===== config.mk =====
export PLATFORM = sky130hd
export DESIGN_NAME = matrix_result_collector
export DESIGN_NICKNAME = d
export VERILOG_FILES = /design/src/rtl/matrix_pkg.sv /design/src/rtl/result_ram.sv /design/src/rtl/matrix_result_collector.sv
export SDC_FILE = /design/constraint.sdc
export NUM_CORES = 1
export LEC_CHECK = 0
export CAP_MARGIN = 10
export CORE_ASPECT_RATIO = 1.75
export CORE_UTILIZATION = 55
export CTS_BUF_LIST = sky130_fd_sc_hd__clkbuf_4
export CTS_CLUSTER_DIAMETER = 120
export DETAILED_ROUTE_END_ITERATION = 8
export PLACE_DENSITY = 0.76
export SLEW_MARGIN = 25
export SYNTH_ARGS = -nofsm -noshare
export SYNTH_HDL_FRONTEND = slang
export SYNTH_HIERARCHICAL = 1
export SYNTH_SLANG_ARGS = --single-unit

===== constraint.sdc =====
create_clock -name clk -period 5.03 [get_ports clk]
set_clock_uncertainty 0.1 [all_clocks]
set_input_delay 1.509 -clock clk [delete_from_list [all_inputs] [get_ports clk]]
set_output_delay 1.509 -clock clk [all_outputs]
set_load 0.01 [all_outputs]

===== src/rtl/matrix_pkg.sv =====
// -----------------------------------------------------------------------------
// matrix_pkg
// Shared definitions for the ALU matrix stage and the result collector:
// default matrix dimension and element width, the collector FSM state
// encoding, and a width helper for address/index ports.
// -----------------------------------------------------------------------------
package matrix_pkg;

  localparam int DIM_DEF = 4;
  localparam int W_DEF   = 32;

  // Fixed encodings so other blocks and debug tooling see stable codes.
  localparam logic [1:0] ST_IDLE    = 2'd0;
  localparam logic [1:0] ST_CAPTURE = 2'd1;
  localparam logic [1:0] ST_DONE    = 2'd2;

  typedef enum logic [1:0] {
    IDLE    = ST_IDLE,
    CAPTURE = ST_CAPTURE,
    DONE    = ST_DONE
  } state_e;

  // ceil(log2(n)), never below 1 so degenerate sizes still give a legal port.
  function automatic int clog2_min1(input int n);
    return (n <= 2) ? 1 : $clog2(n);
  endfunction

endpackage


===== src/rtl/result_ram.sv =====
// -----------------------------------------------------------------------------
// result_ram
// DEPTH x W result buffer: one synchronous write port, one registered read
// port. A same-cycle read and write to one address returns the old data.
// Reads beyond DEPTH-1 return 0. Reset clears only the read register;
// the array contents survive reset.
//
// Ports
//   clk      : rising-edge clock
//   reset    : synchronous active-low reset (read register only)
//   we       : write enable
//   wr_addr  : write address
//   wr_data  : write data
//   rd_addr  : read address
//   rd_data  : registered read data (1-cycle latency)
// -----------------------------------------------------------------------------
module result_ram #(
  parameter int DEPTH = 16,
  parameter int W     = 32,
  parameter int AW    = 4
) (
  input  logic          clk,
  input  logic          reset,
  input  logic          we,
  input  logic [AW-1:0] wr_addr,
  input  logic [W-1:0]  wr_data,
  input  logic [AW-1:0] rd_addr,
  output logic [W-1:0]  rd_data
);

  logic [W-1:0] mem [DEPTH];
  logic         rd_in_range;

  // Extra bit keeps the compare correct when DEPTH is exactly 2**AW.
  assign rd_in_range = ({1'b0, rd_addr} < (AW+1)'(DEPTH));

  always_ff @(posedge clk) begin
    if (we) begin
      mem[wr_addr] <= wr_data;
    end
  end

  always_ff @(posedge clk) begin
    if (!reset) begin
      rd_data <= '0;
    end else if (rd_in_range) begin
      rd_data <= mem[rd_addr];
    end else begin
      rd_data <= '0;
    end
  end

endmodule


===== src/rtl/matrix_result_collector.sv =====
// -----------------------------------------------------------------------------
// matrix_result_collector
// Captures one DIM x DIM result matrix, streamed row-major from the ALU
// matrix stage, into result_ram and exposes it through a registered read
// port. Elements arriving outside a capture set a sticky overflow flag.
//
//   state   | meaning
//   --------+-----------------------------------------------------------
//   IDLE    | waiting for start; stray elements set overflow
//   CAPTURE | storing elements at row*DIM+col on each ele_valid
//   DONE    | single-cycle done pulse, then back to IDLE
//
// Ports
//   clk       : rising-edge clock
//   reset     : synchronous active-low reset (beats start/ele_valid)
//   start     : arm capture of one matrix (honoured in IDLE only)
//   ele_valid : eleOut carries a valid element this cycle
//   eleOut    : result element
//   rd_addr   : buffer read address, row*DIM+col
//   rd_data   : registered read data
//   busy      : high in CAPTURE
//   done      : one-cycle pulse after the last element is stored
//   row, col  : current write position
//   overflow  : sticky, element seen while not capturing
// -----------------------------------------------------------------------------
module matrix_result_collector
  import matrix_pkg::*;
#(
  parameter int DIM = DIM_DEF,
  parameter int W   = W_DEF,
  parameter int AW  = clog2_min1(DIM*DIM),
  parameter int RW  = clog2_min1(DIM)
) (
  input  logic          clk,
  input  logic          reset,
  input  logic          start,
  input  logic          ele_valid,
  input  logic [W-1:0]  eleOut,
  input  logic [AW-1:0] rd_addr,
  output logic [W-1:0]  rd_data,
  output logic          busy,
  output logic          done,
  output logic [RW-1:0] row,
  output logic [RW-1:0] col,
  output logic          overflow
);

  localparam int            DEPTH = DIM * DIM;
  localparam logic [RW-1:0] LAST  = RW'(DIM - 1);

  state_e        state;
  logic          we;
  logic [AW-1:0] wr_addr;

  assign busy    = (state == CAPTURE);
  assign done    = (state == DONE);
  // Gating with reset keeps an element coincident with reset out of the RAM.
  assign we      = reset && busy && ele_valid;
  assign wr_addr = AW'(row) * AW'(DIM) + AW'(col);

  always_ff @(posedge clk) begin
    if (!reset) begin
      state    <= IDLE;
      row      <= '0;
      col      <= '0;
      overflow <= 1'b0;
    end else begin
      unique case (state)
        IDLE: begin
          // start wins over a coincident element: the element is dropped
          // and overflow is cleared rather than set.
          if (start) begin
            row      <= '0;
            col      <= '0;
            overflow <= 1'b0;
            state    <= CAPTURE;
          end else if (ele_valid) begin
            overflow <= 1'b1;
          end
        end
        CAPTURE: begin
          if (ele_valid) begin
            if (col == LAST) begin
              col <= '0;
              if (row == LAST) begin
                row   <= '0;
                state <= DONE;
              end else begin
                row <= row + 1'b1;
              end
            end else begin
              col <= col + 1'b1;
            end
          end
        end
        DONE: begin
          if (ele_valid) begin
            overflow <= 1'b1;
          end
          state <= IDLE;
        end
        default: begin
          state <= IDLE;
        end
      endcase
    end
  end

  result_ram #(
    .DEPTH (DEPTH),
    .W     (W),
    .AW    (AW)
  ) u_result_ram (
    .clk     (clk),
    .reset   (reset),
    .we      (we),
    .wr_addr (wr_addr),
    .wr_data (eleOut),
    .rd_addr (rd_addr),
    .rd_data (rd_data)
  );

endmodule


# ---- Word-level counts from Yosys, hierarchy flattened
# Memories as Yosys holds them, arrays and structs flattened. A register that Yosys moved wholly into a read port is not among the register bits.
# Index checks and enable logic that the tools add are counted.
dict set report classes {
  n_mux 18
  addsub 3
  n_eq_ne 8
  reduce_logical 9
}
# operator count
set op_table {}
lappend op_table {{$mux 2} 10}
lappend op_table {{$pmux 2 s2} 3}
lappend op_table {{$reduce_and 4->1} 2}
lappend op_table {{$eq 2x2->1 const B} 3}
lappend op_table {{$add 2x1->2 const B} 2}
lappend op_table {{$add 4x2->4} 1}
lappend op_table {{$mux 1} 4}
lappend op_table {{$ne 2x1->1 const B} 2}
lappend op_table {{$ne 2x2->1 const B} 2}
lappend op_table {{$reduce_bool 2->1} 2}
lappend op_table {{$reduce_and 3->1} 1}
lappend op_table {{$eq 2x1->1 const B} 1}
lappend op_table {{$logic_and 1x1->1} 2}
lappend op_table {{$logic_not 2->1} 1}
lappend op_table {{$pmux 1 s2} 1}
lappend op_table {{$logic_not 1->1} 1}
dict set report totals {
  regBits 7
  ram_bits 512
  memories 1
  inputBits 40
}
# memory depth word_bits rd rd_ports_with_merged_regs wr line
set memory_table {}
lappend memory_table {u_result_ram.mem 16 32 1 1 1 result_ram.sv:31} ;# logic [W-1:0] mem [DEPTH];

# ---- Depth between registers and ports, before layout
dict set report depth {
  depth_word 5
  ltp_mapped 7
  mapped_depth_nobuf 4
}

# ---- Cells and area by module
# The synthesis kept the hierarchy.
# module n_inst area_per_inst_um2 cells_each seq_area_each_um2
set modules_own_cells {}
lappend modules_own_cells {result_ram 1 20534.7 1079 16015.4}
lappend modules_own_cells {matrix_result_collector 1 335.3 35 140.1}

# ---- Worst setup path before layout
# OpenSTA, ideal clock, no wires.
dict set report synth_timing {
  path_type {input to register}
  startpoint {in reset}
  endpoint {mem u_result_ram.mem[0][0], enable pin}
  path_buffers 1
  path_stages 4
  path_slack_ns -0.207
  setup_time_ns 0.461
  t_required_ns 4.469
  arrival_ns 4.676
  path_cell_list {clkbuf_1 -> and3_1 -> or3b_2 -> nor3_1}
}
dict set report synth_between {
  elab_chain_len 4
}
# item line
set synth_rtl {}
lappend synth_rtl {{start, declared} matrix_result_collector.sv:35} ;# input logic reset,
lappend synth_rtl {{$logic_and 1x1->1 (2 in a row)} matrix_result_collector.sv:58} ;# assign we = reset && busy && ele_valid;
lappend synth_rtl {{via we} matrix_result_collector.sv:52} ;# logic we;
lappend synth_rtl {{$mux 1} result_ram.sv:38} ;# if (we) begin
lappend synth_rtl {{$mux 1 (implied by the code)} result_ram.sv:39} ;# mem[wr_addr] <= wr_data;
lappend synth_rtl {{end, declared} result_ram.sv:31}
# The timed path passes the listed nets, and every way through them passes these cells.

# ---- Worst setup path in the final report
dict set report layout_timing {
  startpoint {reg col[0]}
  endpoint {out col[0]}
}
# item line
set layout_lines {}
lappend layout_lines {{start, declared} matrix_result_collector.sv:44} ;# output logic [RW-1:0] col,
lappend layout_lines {{start signal, assigned} matrix_result_collector.sv:92} ;# col <= col + 1'b1;
# No word-level cell between the ends.

==> results.json <==
{
  "grt_pass1_vias": 11660,
  "layout.nets": 1329,
  "synth_area_leaders": "edfxtp_1, mux2i_1, dfxtp_1, a22oi_1, mux4_2",
  "crit_required_ns": 3.42,
  "grt_overflow": 0,
  "syn_area_um2": 20870,
  "detailed_place.area_um2": 22310,
  "io-pin-count": 79,
  "num_rows": 94,
  "die_h_um": 259.7,
  "worst_path_max_delay_cell": "dfxtp_1",
  "path_cells": "clkdlybuf4s50_1",
  "outcome": "finished, final reports clean",
  "cp-start-kind": "flip-flop",
  "final.setup.tns_ns": 0,
  "synth-seq-area-share_pct": 77.41,
  "tritoncts": "built",
  "max_stage_delay_ns": 0.76,
  "rsz0062_at_grt": "no",
  "dieArea_um2": 38760,
  "grt_pass1_wl_um": 67710,
  "crit_fanout": 11,
  "ys_warn_count": 6,
  "htree_levels": 3,
  "drt_pass1_iterations": 5,
  "crit_path_end_kind": "output pin",
  "ir_drop_uv": 184.8,
  "wl_per_cell_um": 24.60,
  "synth.distinct_cells": 38,
  "critPathBufInv": 1,
  "syn_inst": 1114,
  "multi_input_area_um2": 4377,
  "insertion_delay_ns": 0.80,
  "max_slew.worst_pin.slew_ns": 0.8473,
  "antenna_found_initial": 1,
  "drive_gt1_share_pct": 18.91,
  "post_cts_buffers": 0,
  "wirelength_um": 45780,
  "critical_path.top_delay_family": "flip-flops",
  "ys_ff_latch": 551,
  "synth_top_area_share_pct": 73.67,
  "cts_buffers": 114,
  "ctsHoldBuffers": 0,
  "grt_max_degree": 76,
  "drc": 0,
  "yosysTopAreaCell": "edfxtp_1",
  "cts_sinks": 551,
  "power_density_nw_per_um2": 364.7,
  "period_share_pct": 76.19,
  "syn2layout_area_growth_pct": 13.73,
  "grt_usage_pct": 24.55,
  "setup_viol": 0,
  "finalHoldViolations": 0,
  "start_util_pct": 55.63,
  "synth_nets": 1156,
  "clkTransAtPathRegs_ns": 0.07,
  "hp-class": "flip-flop to flip-flop",
  "avgViaCountPerCell": 5.891,
  "power_leakage_nw": 8.362,
  "cts_resized": 0,
  "drt.antenna.violating_nets": 0,
  "cts_buffer_depth": 3,
  "cts-root-buf": "clkbuf_4",
  "finalInstanceArea_um2": 23740,
  "first_iter_violations": 670,
  "core_um2": 37520,
  "gp_congestion": 0.8490,
  "vias": 10960,
  "drv_slew": 0,
  "place_inst": 1651,
  "fill_cells": 2520,
  "final_cells": 1861,
  "slew_headroom_pct": 43.45,
  "fmax_mhz": 260.9,
  "dieWidth_um": 149.3,
  "place_hpwl_um": 28320,
  "crit_type": "flip-flop to output pin",
  "io_buffers": 78,
  "seqCellArea_um2": 16160,
  "drv_cap": 0,
  "syn_avg_cell_area_um2": 18.73,
  "arrival_ns": 2.22,
  "timing.final.crit_period_ns": 3.832
}
-- logic make-up after synthesis --
group / after synthesis / share of synthesized area (%)
AO/OA/AOI/OAI: 165 / 5.534
adder cells (fa/ha/maj): 2 / 0.1199
buffers and inverters: 62 / 2.272
flip-flops: 551 / 77.41
multiplexers: 242 / 12.63
AND/OR/NAND/NOR: 92 / 2.038
-- cell type report --
cell class	count	share of cell area, %
Multi-Input combinational cell	501	18.44
Clock inverter	41	0.7011
Antenna cell	1	0.01054
Inverter	2	0.03163
Timing Repair Buffer	117	4.913
Sequential cell	551	68.06
Tap cell	480	2.530
Clock buffer	168	5.313
-- stage by stage --
stage	worst slack, ns	power, mW	utilization [%]	hold slack [ns]
3_3_place_gp	0.7579	5.632	59.45	0.3909
5_1_grt	1.119	8.970	63.27	0.4385
4_1_cts	1.143	8.727	63.26	0.4161
2_1_floorplan	0.1326	5.402	-	0.3495
3_5_place_dp	0.7271	5.643	59.45	0.3953
6_report	1.198	8.657	63.27	0.4196
-- layout by cell type, fill, tap and decap left out, types with 2 or more instances in the layout --
cell,netlist,final
mux4_2,17,17
nor2_4,1,13
nand3b_1,2,2
nor3_2,0,3
buf_4,2,32
buf_12,2,7
nand3_1,3,3
mux2i_1,225,225
a22oi_1,94,94
nand2b_1,3,2
o21ai_1,34,34
clkinv_1,0,29
inv_2,0,2
dfxtp_1,39,39
a221oi_1,17,17
clkbuf_4,1,168
edfxtp_1,512,512
a32o_1,2,2
clkinv_2,0,10
ha_1,2,2
nor2b_4,0,2
nor2_1,15,3
inv_1,2,2
clkdlybuf4s50_1,0,77
nor3b_1,3,3
o22ai_1,15,15
nand2_1,51,50
-- sequential cells by signal, summed over array words and instances (netlist names) --
signal / flops
state: 2
overflow: 1
row: 2
u_result_ram/mem: 512
u_result_ram/rd_data: 32
col: 2
-- final timing paths --
kind	to	from	slack (ns)	cells after the start
worst min register to register	state[0]	state[1]	0.42	1
worst max-delay path	col[0]	col[0]	1.20	1
worst min-delay path	state[0]	state[1]	0.42	1
worst max register to register	u_result_ram/mem[1][25]	state[0]	2.19	5
-- where the power goes --
part / internal [mW] / switching (mW) / total (mW)
sequential: 5.03 / 0.0137 / 5.05
clock: 1.54 / 1.58 / 3.12
combinational: 0.191 / 0.300 / 0.491
-- metal layers --
| layer | share of wire [%] | vias to the layer above | wire [um] | track usage (%) |
|---|---|---|---|---|
| met2 | 56 | 414 | 25530 | 45.06 |
| li1 | - | 4911 | - | - |
| met4 | 5.2 | 0 | 2373 | 15.48 |
| met5 | 0 | - | 0 | 0 |
| met1 | 34 | 5526 | 15740 | 25.45 |
| met3 | 4.7 | 113 | 2131 | 4.386 |
-- synth_stat cells, drive strengths merged --
| cell | instances |
|---|---|
| mux2i | 225 |
| o22ai | 15 |
| nor3b | 3 |
| or3b | 1 |
| a22oi | 94 |
| nor2 | 16 |
| nand4 | 1 |
| nor2b | 2 |
| ha | 2 |
| a221oi | 17 |
| inv | 2 |
| edfxtp | 512 |
| a21oi | 1 |
| nand2 | 51 |
| o21ai | 35 |
| mux4 | 17 |
| nand3 | 3 |
| and2 | 2 |
| nand3b | 2 |
| a31oi | 1 |
| nor3 | 4 |
| and3 | 1 |
| and4 | 1 |
| nand2b | 3 |
| a32o | 2 |
| buf | 39 |
| and2b | 2 |
| dfxtp | 39 |
| clkbuf | 21 |
Note: power is estimated with default switching activity, not from simulation.
==> edit (same settings) <==
Put one more register stage on the output `col`, with the module's reset. The value now appears one clock later. The other outputs are not delayed to match.
--- a/src/rtl/matrix_result_collector.sv
+++ b/src/rtl/matrix_result_collector.sv
@@ -48,6 +48,8 @@
   localparam int            DEPTH = DIM * DIM;
   localparam logic [RW-1:0] LAST  = RW'(DIM - 1);
 
+  logic [RW-1:0] col_s0;
+
   state_e        state;
   logic          we;
   logic [AW-1:0] wr_addr;
@@ -56,13 +58,13 @@
   assign done    = (state == DONE);
   // Gating with reset keeps an element coincident with reset out of the RAM.
   assign we      = reset && busy && ele_valid;
-  assign wr_addr = AW'(row) * AW'(DIM) + AW'(col);
+  assign wr_addr = AW'(row) * AW'(DIM) + AW'(col_s0);
 
   always_ff @(posedge clk) begin
     if (!reset) begin
       state    <= IDLE;
       row      <= '0;
-      col      <= '0;
+      col_s0   <= '0;
       overflow <= 1'b0;
     end else begin
       unique case (state)
@@ -71,7 +73,7 @@
           // and overflow is cleared rather than set.
           if (start) begin
             row      <= '0;
-            col      <= '0;
+            col_s0   <= '0;
             overflow <= 1'b0;
             state    <= CAPTURE;
           end else if (ele_valid) begin
@@ -80,8 +82,8 @@
         end
         CAPTURE: begin
           if (ele_valid) begin
-            if (col == LAST) begin
-              col <= '0;
+            if (col_s0 == LAST) begin
+              col_s0 <= '0;
               if (row == LAST) begin
                 row   <= '0;
                 state <= DONE;
@@ -89,7 +91,7 @@
                 row <= row + 1'b1;
               end
             end else begin
-              col <= col + 1'b1;
+              col_s0 <= col_s0 + 1'b1;
             end
           end
         end
@@ -120,5 +122,13 @@
     .rd_data (rd_data)
   );
 
+  always_ff @(posedge clk) begin
+    if (!reset) begin
+      col <= '0;
+    end else begin
+      col <= col_s0;
+    end
+  end
+
 endmodule
 
Formal check against the unedited RTL: not equivalent (a bounded check fails within 4 cycles, from zero or initial values and one cycle with reset low).
==> edit against the unedited design <==
- sequential cell count rose by 2
- die area rose by 0.23%
- total power rose by 3.4%
- routed wire length rose by 4.8%
- area after synthesis rose by 0.23%
- worst setup slack improved by 0.17 ns
- cell area rose by 0.91%
- critical path type unchanged
- final cell count rose by 0.32%
- largest cell class unchanged
==> edit: results <==
export IMPL_status="complete, no violations"
export IMPL_critPathMaxStageDelay_ns=0.54
export IMPL_holdPathStages=2
export IMPL_fin_cells=1867
export IMPL_grt_max_degree=56
export IMPL_worstMarginPinSlew_ns=0.8857
export IMPL_grt_pass1_wl_mm=69.99
export IMPL_yosys_top_cells_count="512 x edfxtp_1, 223 x mux2i_1, 94 x a22oi_1, 49 x nand2_1, 41 x dfxtp_1"
export IMPL_route_met3_wl_mm=2.677
export IMPL_cts_buffers=113
export IMPL_reg2reg_to="u_result_ram/mem[15][21]$_DFFE_PP_"
export IMPL_ir_drop_mv=0.1956
export IMPL_wl_met2_mm=26.02
export IMPL_cp_top_family="buffers and inverters"
export IMPL_finalWeightedCongestion=0.8911
export IMPL_pg_seq_mw=5.06
export IMPL_fin_worst_hold_slack_ns=0.4452
export IMPL_syn_num_nets=1159
export IMPL_grt_pass1_vias=11820
export IMPL_netlist_top_cells_area="edfxtp_1 74%, mux2i_1 11%, dfxtp_1 3.9%"
export IMPL_num_nets_final=1331
export IMPL_drive_above_1_share_pct=18.68
export IMPL_wl_met1_mm=15.83
export IMPL_grt_use_met2_pct=45.28
export IMPL_drt_wl_total_mm=47.97
export IMPL_seq_area_frac_synth_pct=77.43
export IMPL_placed_area_sq_um=22400
export IMPL_seq_power_share_pct=56.6
export IMPL_placedCellCount=1654
export IMPL_min_from="overflow$_SDFFE_PN0P_"
export IMPL_min_to="overflow$_SDFFE_PN0P_"
export IMPL_clock_latency_ns=0.86
export IMPL_reg2reg_slack_ns=2.28
export IMPL_cpMaxStageDelayCell="clkdlybuf4s50_1"
export IMPL_antenna_found_initial=2
export IMPL_synth_fa_ha_area_share_pct=0.1196
export IMPL_netlist_instances=1117
export IMPL_vias_per_cell=6.002
export IMPL_switchingPower_mw=1.951
export IMPL_first_iter_violations=802
export IMPL_dp_hpwl_mm=29.78
edit: worst max-delay path by stage:
stage,start,endpoint,cells after the start
2_1_floorplan,reset,u_result_ram/mem[12][0]$_DFFE_PP_,4
3_3_place_gp,reset,u_result_ram/mem[15][12]$_DFFE_PP_,5
3_5_place_dp,reset,u_result_ram/mem[15][3]$_DFFE_PP_,5
4_1_cts,state[1]$_SDFFE_PN0P_,busy,2
5_1_grt,state[1]$_SDFFE_PN0P_,busy,2
6_report,state[1]$_SDFFE_PN0P_,busy,2
edit: layout make-up:
| type | instances | area (sq um) |
|---|---|---|
| multi-input combinational | 502 | 4384 |
| clock buffer | 156 | 1171 |
| tap | 480 | 600.6 |
| sequential | 553 | 16200 |
| clock inverter | 51 | 362.8 |
| inverter | 2 | 7.507 |
| fill | 2504 | 13570 |
| antenna | 6 | 15.01 |
| timing repair buffer | 117 | 1216 |
